===== config.mk =====
export PLATFORM = sky130hd
export DESIGN_NAME = shift_cmd_sequencer
export DESIGN_NICKNAME = d
export VERILOG_FILES = /design/src/rtl/shift_seq_pkg.sv /design/src/rtl/shift_seq_cmd_buf.sv /design/src/rtl/shift_cmd_sequencer.sv
export SDC_FILE = /design/constraint.sdc
export NUM_CORES = 1
export LEC_CHECK = 0
export CAP_MARGIN = 25
export CORE_AREA = 5 5 57 59
export CTS_CLUSTER_DIAMETER = 30
export DETAILED_ROUTE_END_ITERATION = 8
export DIE_AREA = 0 0 62 64
export PLACE_DENSITY = 0.71
export SYNTH_ARGS = -nofsm -noshare
export SYNTH_HDL_FRONTEND = slang
export SYNTH_SLANG_ARGS = --single-unit

===== constraint.sdc =====
create_clock -name clk -period 2.7 [get_ports clk]
set_input_delay 0.405 -clock clk [delete_from_list [all_inputs] [get_ports clk]]
set_output_delay 0.405 -clock clk [all_outputs]
set_load 0.01 [all_outputs]

===== src/rtl/shift_seq_pkg.sv =====
// ---------------------------------------------------------------------------
// shift_seq_pkg
// Shared types and helpers for the shift_cmd_sequencer slice.
//   ctrl_e    : control encoding driven onto shift_register.ctrl
//   state_e   : sequencer FSM states
//   sat_count : clamps a requested shift count to the register width
// ---------------------------------------------------------------------------
package shift_seq_pkg;

  typedef enum logic [1:0] {
    HOLD        = 2'b00,
    SHIFT_RIGHT = 2'b01,
    SHIFT_LEFT  = 2'b10,
    LOAD        = 2'b11
  } ctrl_e;

  typedef enum logic [1:0] {
    IDLE    = 2'b00,
    LOAD_S  = 2'b01,
    SHIFT_S = 2'b10,
    DONE_S  = 2'b11
  } state_e;

  // Shifting more than the width just empties the register, so larger
  // requests are clamped instead of being allowed to wrap the counter.
  function automatic int unsigned sat_count(input int unsigned count,
                                            input int unsigned limit);
    return (count > limit) ? limit : count;
  endfunction

endpackage


===== src/rtl/shift_seq_cmd_buf.sv =====
// ---------------------------------------------------------------------------
// shift_seq_cmd_buf
// One-deep valid/ready holding register for a packed shift job. Used by
// shift_cmd_sequencer only when SHIFT_SEQ_PREFETCH_EN is defined.
// Ports:
//   clk, reset              : clock, synchronous active-high reset
//   in_valid/in_ready/in_data    : write side (ready while empty)
//   out_valid/out_ready/out_data : read side (valid while full)
// ---------------------------------------------------------------------------
module shift_seq_cmd_buf #(
  parameter int W = 13
) (
  input  logic         clk,
  input  logic         reset,
  input  logic         in_valid,
  output logic         in_ready,
  input  logic [W-1:0] in_data,
  output logic         out_valid,
  input  logic         out_ready,
  output logic [W-1:0] out_data
);

  logic         valid_q, valid_d;
  logic [W-1:0] data_q, data_d;

  // Only ever holds one entry, so a push can never coincide with a pop.
  always_comb begin
    valid_d = valid_q;
    data_d  = data_q;
    if (out_valid && out_ready) begin
      valid_d = 1'b0;
    end
    if (in_valid && in_ready) begin
      valid_d = 1'b1;
      data_d  = in_data;
    end
  end

  always_ff @(posedge clk) begin
    if (reset) begin
      valid_q <= 1'b0;
      data_q  <= '0;
    end else begin
      valid_q <= valid_d;
      data_q  <= data_d;
    end
  end

  assign in_ready  = !valid_q;
  assign out_valid = valid_q;
  assign out_data  = data_q;

endmodule


===== src/rtl/shift_cmd_sequencer.sv =====
// ---------------------------------------------------------------------------
// shift_cmd_sequencer
// Accepts one shift job per valid/ready handshake and drives a downstream
// shift_register: parallel load, shift count cycles, then hold with a
// one-cycle done pulse.
// Ports:
//   clk, reset          : clock, synchronous active-high reset
//   in_valid, in_ready  : job handshake
//   in_data, in_dir, in_count : word, direction (1=right), shift count
//   ctrl, data          : to shift_register.ctrl / .data (registered)
//   busy, done          : job in flight / job complete pulse (registered)
// Build option:
//   SHIFT_SEQ_PREFETCH_EN : adds a one-entry command buffer so the next job
//                           can be taken while one is running and loaded
//                           straight after DONE.
// ---------------------------------------------------------------------------
module shift_cmd_sequencer
  import shift_seq_pkg::*;
#(
  parameter int N  = 8,
  parameter int CW = $clog2(N + 1)
) (
  input  logic          clk,
  input  logic          reset,
  input  logic          in_valid,
  output logic          in_ready,
  input  logic [N-1:0]  in_data,
  input  logic          in_dir,
  input  logic [CW-1:0] in_count,
  output logic [1:0]    ctrl,
  output logic [N-1:0]  data,
  output logic          busy,
  output logic          done
);

  state_e        state_q, state_d;
  logic [N-1:0]  word_q, word_d;
  logic          dir_q, dir_d;
  logic [CW-1:0] cnt_q, cnt_d;

  ctrl_e         ctrl_q, ctrl_d;
  logic [N-1:0]  data_q, data_d;
  logic          busy_q, busy_d;
  logic          done_q, done_d;

  logic [CW-1:0] in_cnt_sat;
  logic          accept;

  assign in_cnt_sat = CW'(sat_count(32'(in_count), 32'(N)));
  assign accept     = in_valid && in_ready;

`ifdef SHIFT_SEQ_PREFETCH_EN
  localparam int JW = N + 1 + CW;

  logic          buf_in_valid;
  logic          buf_in_ready;
  logic          buf_out_valid;
  logic          buf_pop;
  logic [JW-1:0] buf_out_data;

  // A job offered while one is in flight goes to the buffer instead.
  assign in_ready     = !reset && ((state_q == IDLE) ||
                        (((state_q == LOAD_S) || (state_q == SHIFT_S)) && buf_in_ready));
  assign buf_in_valid = accept && (state_q != IDLE);

  shift_seq_cmd_buf #(
    .W(JW)
  ) u_cmd_buf (
    .clk       (clk),
    .reset     (reset),
    .in_valid  (buf_in_valid),
    .in_ready  (buf_in_ready),
    .in_data   ({in_dir, in_cnt_sat, in_data}),
    .out_valid (buf_out_valid),
    .out_ready (buf_pop),
    .out_data  (buf_out_data)
  );
`else
  assign in_ready = !reset && (state_q == IDLE);
`endif

  // Next-state and job register logic. cnt_q holds the shifts still to do,
  // so SHIFT exits on the cycle it would reach zero.
  always_comb begin
    state_d = state_q;
    word_d  = word_q;
    dir_d   = dir_q;
    cnt_d   = cnt_q;
`ifdef SHIFT_SEQ_PREFETCH_EN
    buf_pop = 1'b0;
`endif
    case (state_q)
      IDLE: begin
        if (accept) begin
          state_d = LOAD_S;
          word_d  = in_data;
          dir_d   = in_dir;
          cnt_d   = in_cnt_sat;
        end
      end
      LOAD_S: begin
        state_d = (cnt_q != '0) ? SHIFT_S : DONE_S;
      end
      SHIFT_S: begin
        cnt_d = cnt_q - CW'(1);
        if (cnt_q == CW'(1)) begin
          state_d = DONE_S;
        end
      end
      DONE_S: begin
`ifdef SHIFT_SEQ_PREFETCH_EN
        if (buf_out_valid) begin
          state_d                 = LOAD_S;
          {dir_d, cnt_d, word_d}  = buf_out_data;
          buf_pop                 = 1'b1;
        end else begin
          state_d = IDLE;
        end
`else
        state_d = IDLE;
`endif
      end
      default: begin
        state_d = IDLE;
      end
    endcase
  end

  // Outputs are decoded from the next state so they can be registered and
  // still line up with the state they describe.
  always_comb begin
    ctrl_d = HOLD;
    data_d = data_q;
    busy_d = (state_d != IDLE);
    done_d = (state_d == DONE_S);
    case (state_d)
      LOAD_S: begin
        ctrl_d = LOAD;
        data_d = word_d;
      end
      SHIFT_S: begin
        ctrl_d = dir_d ? SHIFT_RIGHT : SHIFT_LEFT;
      end
      default: begin
        ctrl_d = HOLD;
      end
    endcase
  end

  always_ff @(posedge clk) begin
    if (reset) begin
      state_q <= IDLE;
      word_q  <= '0;
      dir_q   <= 1'b0;
      cnt_q   <= '0;
      ctrl_q  <= HOLD;
      data_q  <= '0;
      busy_q  <= 1'b0;
      done_q  <= 1'b0;
    end else begin
      state_q <= state_d;
      word_q  <= word_d;
      dir_q   <= dir_d;
      cnt_q   <= cnt_d;
      ctrl_q  <= ctrl_d;
      data_q  <= data_d;
      busy_q  <= busy_d;
      done_q  <= done_d;
    end
  end

  assign ctrl = ctrl_q;
  assign data = data_q;
  assign busy = busy_q;
  assign done = done_q;

endmodule


==> results.md, run 1 <==
| Parameter | Reported | Unit |
| --- | --- | --- |
| Number of non-filler instances in the completed layout | 186 | - |
| 1st-pass router iterations | 4 | - |
| Remaining antenna violation count after routing | 0 | - |
| Leakage power figure | 0.594 | nW |
| Portion of the clock cycle consumed by the worst path in the final layout | 0.841 | - |
| Setup violations, final | 0 | - |
| Most Frequent Cell on Critical Path | sky130_fd_sc_hd__nor2_1 | - |
| Number of flops mapped to enable cells by yosys | 0 | - |
| Reg-to-reg setup timing slack | 0.43 | ns |
| Family of cells with the greatest summed delay on the critical path | adder cells | - |
| Number of synthesized register bits | 27 | - |
| Relative slew margins | 0.598 | - |
| Ant diodes | 0 | - |
| Boundary Pins | 29 | - |
| Required @ worst endpoint | 2.94 | ns |
| Unrepaired setup endpoints after global routing | no | - |
| Initial antenna violation count | 0 | - |
| Via count of the first global-routing pass | 919 | - |
| Area added between synthesis and finish | 26.2 | % |
| Core area | 0.00266 | mm² |
| Largest cells by area after synthesis | sky130_fd_sc_hd__dfxtp_1 (44%), sky130_fd_sc_hd__ha_1 (11%), sky130_fd_sc_hd__mux2i_1 (7.3%) | - |
| Die outline area | 0.00397 | mm² |
| Total placed instance area | 0.00153 | mm² |
| Number of endpoints with negative hold slack in the final report | 0 | - |
| Largest area contributor in the netlist | sky130_fd_sc_hd__dfxtp_1 | - |
| Levels on crit path | 8 | - |
| Total of hold buffers inserted after clock tree synthesis | 0 | - |
| CTS Root Buffer Type | sky130_fd_sc_hd__clkbuf_4 | - |
| First-pass GRT wire length | 4000 | µm |
| DRC violation count after routing | 0 | - |
| Fraction of layout instances using a drive strength above 1 | 0.0516 | - |
| Num rows | 19 | - |
| Worst Setup Path Type | register to register | - |
| Fmax | 440 | MHz |
| Number of levels the H-tree was split into | 1 | - |
| CP startpoint kind | register | - |
| R2R Path Start | state_q[0] | - |
| Crit path setup slack, layout | 0.428 | ns |
| Grt ovf | 0 | - |
| CP Cell Sequence | inv_1 -> ha_1 -> a22oi_1 -> o31a_1 -> nor2_1 -> ha_2 -> nor2_1 -> a211oi_1 | - |
| Post-detailed-route via-to-cell ratio | 5.11 | - |
| Clk Latency, worst-skew pair | 0.32 | ns |
| Count of placed standard cells including taps | 182 | - |
| Power density of the placed cells | 1030 | mW/mm² |
| HPWL after detailed placement | 1790 | µm |
| Highest ir drop seen on vdd | 742 | µV |
| Avg WL per Cell | 12.8 | µm |
| Slew at the pin with the worst max-slew slack | 0.603 | ns |
| Register area share after synthesis | 0.437 | - |
| Number of I/O port buffers | 28 | - |
| Cell with the largest stage delay on the worst path | sky130_fd_sc_hd__ha_2 | - |
| Endpoint of the worst setup timing path | data[3] | - |
| Fin. max-slew vios | 0 | - |
| Number of violations of the max-capacitance limit | 0 | - |
| Outcome | completed | - |
| Clock Skew | 0.00180 | ns |
| Setup slack after placement | 0.274 | ns |
| Post-route total power | 1.61 | mW |
| Critical Path AT | 2.51 | ns |
| Count leader, synth | sky130_fd_sc_hd__dfxtp_1 | - |
| Category of the worst setup path capture point | register | - |
| Delay of the slowest cell on the worst path | 0.40 | ns |
| Clock slew at the register clock pins of the worst setup and hold paths | 0.15 | ns |
| Top cell type's share of synthesized area | 0.437 | - |
| Post-Synthesis Cells | 128 | - |
| Top flip-flop cell by instance count after synthesis | sky130_fd_sc_hd__dfxtp_1 | - |
| Sum Neg Setup Slack | 0 | ns |
| Die W | 62 | µm |
| Crit Reg-Reg Endpoint | data[3] | - |
| Aggregate routed wire length | 2370 | µm |
| Placer congestion estimate | 0.839 | - |
| Commonest cells in the netlist | sky130_fd_sc_hd__dfxtp_1 (27), sky130_fd_sc_hd__nor2_1 (21), sky130_fd_sc_hd__ha_1 (11) | - |
| Final layout net count | 183 | - |
| Maximum number of pins on one net before global-route repair | 31 | - |
| Via count | 951 | - |
| Post-route cell area | 0.00156 | mm² |
| TritonCTS clock tree | built | - |
| Die Y | 64 | µm |
| Initial Util | 0.464 | - |
| Total CTS buffers | 3 | - |
| Cell variety after synth | 35 | - |
| Final critical delay including setup and external delays | 2.27 | ns |
| Async S/R FF share, synth | 0 | - |
| Yosys synthesis warning count | 0 | - |
| Maximum clock path buffer count | 2 | - |
| Critical path buffer and inverter count | 1 | - |
| Global-route usage over all layers | 0.130 | - |
| Highest fanout seen on the critical path | 18 | - |
| Total nets after synthesis | 155 | - |
| Count of cells along the worst register-to-register path | 8 | - |
| Mean cell area of the mapped netlist | 9.66 | µm² |
| Mapped Area | 0.00124 | mm² |
| Path class of the lowest-slack min-delay path | register to register | - |
| Clock Sinks | 27 | - |
| Worst setup path startpoint | state_q[0] | - |
| DRC violation total after the first TritonRoute iteration | 24 | - |
## per-stage QoR
step | hold slack [ns] | utilization
final | 0.497 | 0.586
after global routing | 0.539 | 0.586
after CTS | 0.495 | 0.585
after detailed placement | 0.476 | 0.574
after global placement | 0.469 | 0.574
after floorplan | 0.456 | -
## cell type report
type / instances / area, µm²
Clock buffer: 3 / 22.5
Clock inverter: 1 / 7.51
Fill cell: 244 / 1100
Inverter: 8 / 30.0
Multi-Input combinational cell: 85 / 618
Sequential cell: 27 / 541
Tap cell: 31 / 38.8
Timing Repair Buffer: 31 / 303
## where the power goes
part           internal [mW]  leakage, nW  switching [mW]
Clock                 0.0565       0.0139           0.122
Sequential             0.500        0.221          0.0453
Combinational          0.423        0.359           0.461
## routing by layer
layer	GRT usage	up-vias	wire length [µm]
li1	-	497	-
met1	0.168	433	1030
met2	0.212	19	1210
met3	0.0302	2	111
met4	0.0345	0	19
met5	0	-	0
## kinds of logic after synthesis
kind of cell             Yosys count  synth area share
adder cells (fa/ha/maj)           11             0.111
AO/OA/AOI/OAI                     25             0.147
buffers and inverters             16            0.0648
AND/OR/NAND/NOR                   40             0.167
flip-flops                        27             0.437
multiplexers                       9            0.0729
## flip-flops by register name (all words and copies together), names as in the netlist
name and cells:
data 8, word_q 8, ctrl 2, busy 1, cnt_q 4, state_q 2, dir_q 1, done 1
## placed cells by master (no fill, tap or decap)
cell type / Yosys / final
sky130_fd_sc_hd__ha_2: 0 / 1
sky130_fd_sc_hd__clkinvlp_4: 0 / 1
sky130_fd_sc_hd__o211ai_1: 1 / 1
sky130_fd_sc_hd__o31a_1: 1 / 1
sky130_fd_sc_hd__a2bb2oi_1: 1 / 1
sky130_fd_sc_hd__nor2_1: 21 / 21
sky130_fd_sc_hd__a21oi_1: 3 / 3
sky130_fd_sc_hd__or3_1: 1 / 1
sky130_fd_sc_hd__a211oi_1: 8 / 8
sky130_fd_sc_hd__a31oi_1: 1 / 1
sky130_fd_sc_hd__o22ai_1: 2 / 2
sky130_fd_sc_hd__clkbuf_4: 0 / 3
sky130_fd_sc_hd__dfxtp_1: 27 / 27
sky130_fd_sc_hd__ha_1: 11 / 10
sky130_fd_sc_hd__and2_1: 1 / 1
sky130_fd_sc_hd__a221oi_1: 1 / 1
sky130_fd_sc_hd__a311oi_1: 1 / 1
sky130_fd_sc_hd__buf_4: 1 / 3
sky130_fd_sc_hd__o21ai_0: 1 / 1
sky130_fd_sc_hd__nand3b_1: 1 / 1
sky130_fd_sc_hd__clkdlybuf4s50_1: 0 / 28
sky130_fd_sc_hd__a22o_1: 1 / 1
sky130_fd_sc_hd__or2_1: 1 / 1
sky130_fd_sc_hd__nor3b_1: 2 / 2
sky130_fd_sc_hd__o31ai_1: 1 / 1
sky130_fd_sc_hd__nand3_1: 1 / 1
sky130_fd_sc_hd__inv_1: 8 / 8
sky130_fd_sc_hd__nand2b_1: 4 / 4
sky130_fd_sc_hd__mux2i_1: 9 / 9
sky130_fd_sc_hd__nor3_1: 1 / 1
sky130_fd_sc_hd__a22oi_1: 2 / 2
sky130_fd_sc_hd__nand4b_1: 1 / 1
sky130_fd_sc_hd__o2bb2ai_1: 1 / 1
sky130_fd_sc_hd__and3b_1: 2 / 2
sky130_fd_sc_hd__nor2b_1: 3 / 3
sky130_fd_sc_hd__and3_1: 1 / 1
## how the worst min path moves through the flow
| stage | start | endpoint | slack, ns | depth (start not counted) |
|---|---|---|---|---|
| after floorplan | word_q[0] | word_q[0] | 0.46 | 2 |
| after global placement | word_q[7] | word_q[7] | 0.47 | 2 |
| after detailed placement | data[7] | data[7] | 0.48 | 2 |
| after CTS | data[7] | data[7] | 0.49 | 2 |
| after global routing | data[6] | data[6] | 0.54 | 2 |
| final | data[7] | data[7] | 0.50 | 2 |
## tightest hold or removal path: stages, from the launching register on
cell	delay, ns
sky130_fd_sc_hd__dfxtp_1	0.34
sky130_fd_sc_hd__nor2_1	0.08
sky130_fd_sc_hd__a211oi_1	0.05
## repair_timing
action | CTS | global route
setup endpoints to repair | 0 | 3
gates resized for setup | 0 | 1
buffers inserted | 0 | 0
Note: power is estimated with default switching activity, not from simulation.
==> inputs of run 2 (changes only) <==
Settings changed: CORE_AREA 5 5 57 59 to 5 5 60 62, DIE_AREA 0 0 62 64 to 0 0 65 67, PLACE_DENSITY 0.71 to 0.67.
Clock period 2.7 ns to 1.9 ns, I/O delays scaled along.
==> results.md, run 2 (synthesis gave the netlist of run 1 again) <==
| Parameter | Reported | Unit | Change |
| --- | --- | --- | --- |
| CP Cell Sequence | inv_2 -> ha_4 -> a22oi_2 -> o31a_1 -> or2_1 -> ha_2 -> and2_4 -> a22o_1 | - |  |
| Remaining antenna violation count after routing | 0 | - | unchanged |
| Via count | 1025 | - | +7.8% |
| Global-route usage over all layers | 0.139 | - | +0.00886 |
| Initial Util | 0.415 | - | -0.0492 |
| Cell with the largest stage delay on the worst path | sky130_fd_sc_hd__dfxtp_2 | - |  |
| Critical Path AT | 2.11 | ns | -0.40 ns |
| First-pass GRT wire length | 4730 | µm | +18% |
| Final critical delay including setup and external delays | 1.87 | ns | -0.400 ns |
| Num rows | 20 | - | +1 |
| Via count of the first global-routing pass | 1066 | - | +16% |
| Number of stages on the worst hold path | 2 | - | unchanged |
| HPWL after detailed placement | 2060 | µm | +15% |
| Number of endpoints with negative hold slack in the final report | 0 | - | unchanged |
| Die Y | 67 | µm | +4.7% |
| Worst hold slack | 0.501 | ns | +0.00441 ns |
| Setup violations, final | 0 | - | unchanged |
| Delay of the slowest cell on the worst path | 0.37 | ns | -0.03 ns |
| Portion of the clock cycle consumed by the worst path in the final layout | 0.985 | - | +0.144 |
| DRC violation total after the first TritonRoute iteration | 17 | - | -29% |
| Total CTS buffers | 3 | - | unchanged |
| Levels on crit path | 8 | - | unchanged |
| Fraction of layout instances using a drive strength above 1 | 0.218 | - | +0.167 |
| Family of cells with the greatest summed delay on the critical path | compound AO/OA/AOI/OAI gates | - |  |
| Aggregate routed wire length | 2810 | µm | +18% |
| Grt ovf | 0 | - | unchanged |
| Clock Skew | 0.00518 | ns | +0.00338 ns |
| Post-route total power | 2.79 | mW | +74% |
| Sum Neg Setup Slack | 0 | ns | unchanged |
| CTS Root Buffer Type | sky130_fd_sc_hd__clkbuf_4 | - |  |
| Utilization of the core after routing | 0.579 | - | -0.00700 |
| Slew at the pin with the worst max-slew slack | 0.320 | ns | -0.283 ns |
| Most frequent cells in the layout | sky130_fd_sc_hd__clkdlybuf4s50_1 (27), sky130_fd_sc_hd__dfxtp_1 (23), sky130_fd_sc_hd__nor2_1 (19) | - |  |
| 1st-pass router iterations | 4 | - | unchanged |
| Relative slew margins | 0.787 | - | +0.189 |
| TritonCTS clock tree | built | - |  |
| Worst Setup Path Type | register to register | - |  |
| Fin. max-slew vios | 0 | - | unchanged |
| Clock Sinks | 27 | - | unchanged |
| Avg WL per Cell | 14.2 | µm | +11% |
| Highest fanout seen on the critical path | 4 | - | -14 |
| Count of cells along the worst register-to-register path | 8 | - | unchanged |
| Maximum number of pins on one net before global-route repair | 29 | - | -6.5% |
| DRC violation count after routing | 0 | - | unchanged |
| Unrepaired setup endpoints after global routing | yes | - |  |
| Outcome | completed | - |  |
| Number of violations of the max-capacitance limit | 0 | - | unchanged |
| Category of the worst setup path capture point | register | - |  |
| Area added between synthesis and finish | 39.5 | % |  |
| Die W | 65 | µm | +4.8% |
| Post-detailed-route via-to-cell ratio | 5.18 | - | +1.2% |
| Critical path buffer and inverter count | 1 | - | unchanged |
| Boundary Pins | 29 | - | unchanged |
| Placer congestion estimate | 0.754 | - | -10% |
| Clk Latency, worst-skew pair | 0.33 | ns | about the same |
| Die outline area | 0.00436 | mm² | +9.8% |
| Core area | 0.00298 | mm² | +12% |
| Power density of the placed cells | 1620 | mW/mm² | +57% |
| Clock slew at the register clock pins of the worst setup and hold paths | 0.16 | ns | about the same |
| Maximum clock path buffer count | 2 | - | unchanged |
| Highest ir drop seen on vdd | 1030 | µV | +39% |
| Final layout net count | 193 | - | +5.5% |
| Leakage power figure | 0.661 | nW | +11% |
| Path class of the lowest-slack min-delay path | register to register | - |  |
| Fmax | 534 | MHz | +21% |
| Initial antenna violation count | 0 | - | unchanged |
| Most frequent standard cell in the layout excluding fill and tap cells | sky130_fd_sc_hd__clkdlybuf4s50_1 | - |  |
| Ant diodes | 0 | - | unchanged |
| Number of levels the H-tree was split into | 1 | - | unchanged |
| Number of I/O port buffers | 28 | - | unchanged |
| CP startpoint kind | register | - |  |
| Required @ worst endpoint | 2.14 | ns | -0.80 ns |
==> run 2: tightest hold or removal path: cells and delay by family, from the launching register on <==
| family | cells | cell delay, ns |
|---|---|---|
| DFF | 1 | 0.34 |
| and+or+nand+nor | 1 | 0.08 |
| AOI/OAI and AO/OA | 1 | 0.05 |
==> run 2: metal layers <==
layer / global-route usage / vias up / share of wire
li1: - / 518 / -
met1: 0.146 / 488 / 0.41
met2: 0.267 / 17 / 0.53
met3: 0.0472 / 2 / 0.051
met4: 0.0237 / 0 / 0.0064
met5: 0 / - / 0
==> run 2: area by class of cell <==
cell class                      count  area, µm²
Multi-Input combinational cell     85        681
Inverter                            8       32.5
Fill cell                         266       1250
Timing Repair Buffer               41        393
Clock buffer                        3       22.5
Tap cell                           33       41.3
Sequential cell                    27        546
Clock inverter                      1       8.76
==> run 2: path summary, 6_finish.rpt <==
kind / end / slack [ns] / startpoint
worst min-delay path: data[7] / 0.50 / data[7]
worst min register to register: data[7] / 0.50 / data[7]
worst max register to register: ctrl[1] / 0.03 / state_q[0]
worst max-delay path: ctrl[1] / 0.03 / state_q[0]
==> run 2: report_power, final <==
group | total [mW] | switching, mW | leakage, nW | internal (mW)
registers | 0.793 | 0.0747 | 0.223 | 0.718
clock network | 0.266 | 0.180 | 0.0183 | 0.0858
logic | 1.73 | 0.823 | 0.420 | 0.910
total | 2.79 | 1.08 | 0.661 | 1.71
==> run 2: per-stage QoR <==
step / setup slack (ns) / std cells / cell area, µm²
3_3_place_gp: -0.0574 / 192 / 1610
2_1_floorplan: 0.0274 / 128 / 1260
5_1_grt: -0.0185 / 198 / 1720
4_1_cts: 0.00108 / 196 / 1640
3_5_place_dp: -0.126 / 192 / 1610
6_report: 0.0279 / 198 / 1720
==> run 2: timing repair <==
| action | 4_1_cts | 5_1_grt |
|---|---|---|
| endpoints found under the setup margin | 11 | 11 |
| hold buffers | 0 | 0 |
| gates resized for setup | 4 | 21 |
| setup buffers | 0 | 2 |
| pin swaps | 0 | 5 |
==> inputs of run 3 (changes only) <==
Settings changed: PLACE_DENSITY 0.67 to 0.71, RECOVER_POWER set to 50.
==> results.md, run 3 (synthesis gave the netlist of run 1 again) <==
| Parameter | Reported | Unit | Change |
| --- | --- | --- | --- |
| Area taken by flip-flops and latches | 546 | µm² | unchanged |
| Highest ir drop seen on vdd | 932 | µV | -9.8% |
| Most frequent cells in the layout | sky130_fd_sc_hd__dfxtp_1 (23), sky130_fd_sc_hd__nor2_1 (19), sky130_fd_sc_hd__clkdlybuf4s50_1 (15) | - |  |
| Post-detailed-route via-to-cell ratio | 5.13 | - | -0.92% |
| DRC violation total after the first TritonRoute iteration | 43 | - | +26 |
| Path class of the lowest-slack min-delay path | register to register | - |  |
| Initial antenna violation count | 0 | - | unchanged |
| Required @ worst endpoint | 2.15 | ns | about the same |
| Global-route usage over all layers | 0.135 | - | -0.00377 |
| Switching power | 1.10 | mW | +1.9% |
| Utilization of the core after routing | 0.588 | - | +0.00882 |
| Clock Skew | 0.00380 | ns | -0.00138 ns |
| Fillcell total | 269 | - | +1.1% |
| Category of the worst setup path capture point | register | - |  |
| Count of placed standard cells including taps | 194 | - | +1.0% |
| Number of I/O port buffers | 28 | - | unchanged |
| Via count | 1031 | - | +0.59% |
| HPWL after detailed placement | 2030 | µm | -1.4% |
| DRC violation count after routing | 0 | - | unchanged |
| Critical Path AT | 2.07 | ns | -0.04 ns |
| Num rows | 20 | - | unchanged |
| CTS Root Buffer Type | sky130_fd_sc_hd__clkbuf_4 | - |  |
| Via count of the first global-routing pass | 1024 | - | -3.9% |
| Unrepaired setup endpoints after global routing | no | - |  |
| Avg WL per Cell | 14.0 | µm | -1.5% |
| Fraction of layout instances using a drive strength above 1 | 0.208 | - | -0.00985 |
| Clock slew at the register clock pins of the worst setup and hold paths | 0.14 | ns | -0.02 ns |
| Slew at the pin with the worst max-slew slack | 0.282 | ns | -0.0382 ns |
| Number of endpoints with negative hold slack in the final report | 0 | - | unchanged |
| Proportion of power drawn by the clock network | 0.088 | - | -0.007 |
| Total placed instance area | 0.00162 | mm² | +0.94% |
| First-pass GRT wire length | 4530 | µm | -4.2% |
| Worst hold slack | 0.492 | ns | -0.00912 ns |
| Maximum number of pins on one net before global-route repair | 21 | - | -28% |
| Power share of the sequential group | 0.273 | - | -0.011 |
| Maximum clock path buffer count | 2 | - | unchanged |
| Number of levels the H-tree was split into | 1 | - | unchanged |
| Die W | 65 | µm | unchanged |
| Most frequent standard cell in the layout excluding fill and tap cells | sky130_fd_sc_hd__dfxtp_1 | - |  |
| Core area | 0.00298 | mm² | unchanged |
| Internal power | 1.79 | mW | +4.6% |
| Crit path setup slack, layout | 0.0758 | ns | +0.0478 ns |
| Relative slew margins | 0.807 | - | +0.0201 |
| 1st-pass router iterations | 4 | - | unchanged |
| Fmax | 548 | MHz | +2.6% |
| Area added between synthesis and finish | 41.6 | % |  |
| Die Y | 67 | µm | unchanged |
| Post-route cell area | 0.00175 | mm² | +1.5% |
| Initial Util | 0.415 | - | unchanged |
| Final layout net count | 196 | - | +1.6% |
| Setup slack after placement | -0.106 | ns | +0.0194 ns |
| Portion of the clock cycle consumed by the worst path in the final layout | 0.960 | - | -0.0252 |
| Outcome | completed | - |  |
| Number of violations of the max-capacitance limit | 0 | - | unchanged |
| Area of the multi-input gates | 676 | µm² | -0.74% |
| Aggregate routed wire length | 2800 | µm | about the same |
| Placer congestion estimate | 0.754 | - | about the same |
| Total CTS buffers | 3 | - | unchanged |
| TritonCTS clock tree | built | - |  |
| Power density of the placed cells | 1650 | mW/mm² | +2.0% |
| Clock Sinks | 27 | - | unchanged |
| Remaining antenna violation count after routing | 0 | - | unchanged |
| Worst Setup Path Type | register to register | - |  |
| Post-route total power | 2.89 | mW | +3.5% |
| Sum Neg Setup Slack | 0 | ns | unchanged |
| Switching part of the total | 0.380 | - | -0.00631 |
| Final critical delay including setup and external delays | 1.82 | ns | -0.0478 ns |
| Clk Latency, worst-skew pair | 0.33 | ns | about the same |
| Highest fanout seen on the critical path | 4 | - | unchanged |
| Number of non-filler instances in the completed layout | 201 | - | +1.5% |
| Comb pwr share | 0.638 | - | +0.017 |
| Setup violations, final | 0 | - | unchanged |
| Ant diodes | 0 | - | unchanged |
| Leakage power figure | 0.708 | nW | +7.2% |
| Die outline area | 0.00436 | mm² | unchanged |
| CP startpoint kind | register | - |  |
| Fin. max-slew vios | 0 | - | unchanged |
| Grt ovf | 0 | - | unchanged |
| Boundary Pins | 29 | - | unchanged |
run 3: cell types whose count changed in the layout (fill, tap and decap cells not counted), moves of 2 or more:
| cell | change |
|---|---|
| sky130_fd_sc_hd__a211oi_1 | -2 |
| sky130_fd_sc_hd__a211oi_2 | +2 |
| sky130_fd_sc_hd__buf_4 | +2 |
| sky130_fd_sc_hd__clkdlybuf4s50_1 | -12 |
| sky130_fd_sc_hd__dlygate4sd3_1 | +12 |
| sky130_fd_sc_hd__ha_1 | +3 |
| sky130_fd_sc_hd__ha_2 | -3 |
run 3: power groups by stage:
stage | logic [mW] | clock network (mW) | registers, mW
floorplan | 0.925 | 0 | 0.814
global placement | 1.43 | 0 | 0.788
detailed placement | 1.46 | 0 | 0.791
CTS | 1.49 | 0.268 | 0.777
global route | 2.03 | 0.291 | 0.811
finish | 1.84 | 0.256 | 0.790
run 3: critical path, stage by stage (launching register included):
cell and delay, ns:
sky130_fd_sc_hd__dfxtp_2 0.37, sky130_fd_sc_hd__inv_4 0.08, sky130_fd_sc_hd__ha_4 0.14, sky130_fd_sc_hd__a22oi_1 0.07, sky130_fd_sc_hd__o31a_1 0.32, sky130_fd_sc_hd__or2_1 0.26, sky130_fd_sc_hd__ha_1 0.19, sky130_fd_sc_hd__and2_1 0.14
sky130_fd_sc_hd__a22o_1 0.17
run 3: final cells by class:
class,count,area share
well taps,33,0.0236
flip-flops and latches,27,0.312
repair buffers,44,0.243
clock buffers,3,0.0129
clock inverters,1,0.00429
inverters,8,0.0186
multi-input cells,85,0.386
run 3: path summary, 6_finish.rpt:
check,start,end,slack (ns),depth (start not counted)
worst max-delay path,state_q[0],ctrl[1],0.08,8
worst min-delay path,data[7],data[7],0.49,2
worst max register to register,state_q[0],ctrl[1],0.08,8
worst min register to register,data[7],data[7],0.49,2
run 3: what timing repair did:
action                     4_1_cts  5_1_grt
hold endpoints to repair         0        0
hold buffers                     0        0
buffers inserted                 0        2
gates resized for setup          3       18
setup endpoints to repair       10       11
gates cloned                     0        1
pin swaps                        0        6
run 3: routing by layer:
metal | wire [µm] | track usage | vias to the layer above
met1 | 1180 | 0.149 | 476
li1 | - | - | 524
met2 | 1440 | 0.246 | 28
met3 | 150 | 0.0320 | 3
met5 | 0 | 0 | -
met4 | 40 | 0.0554 | 0
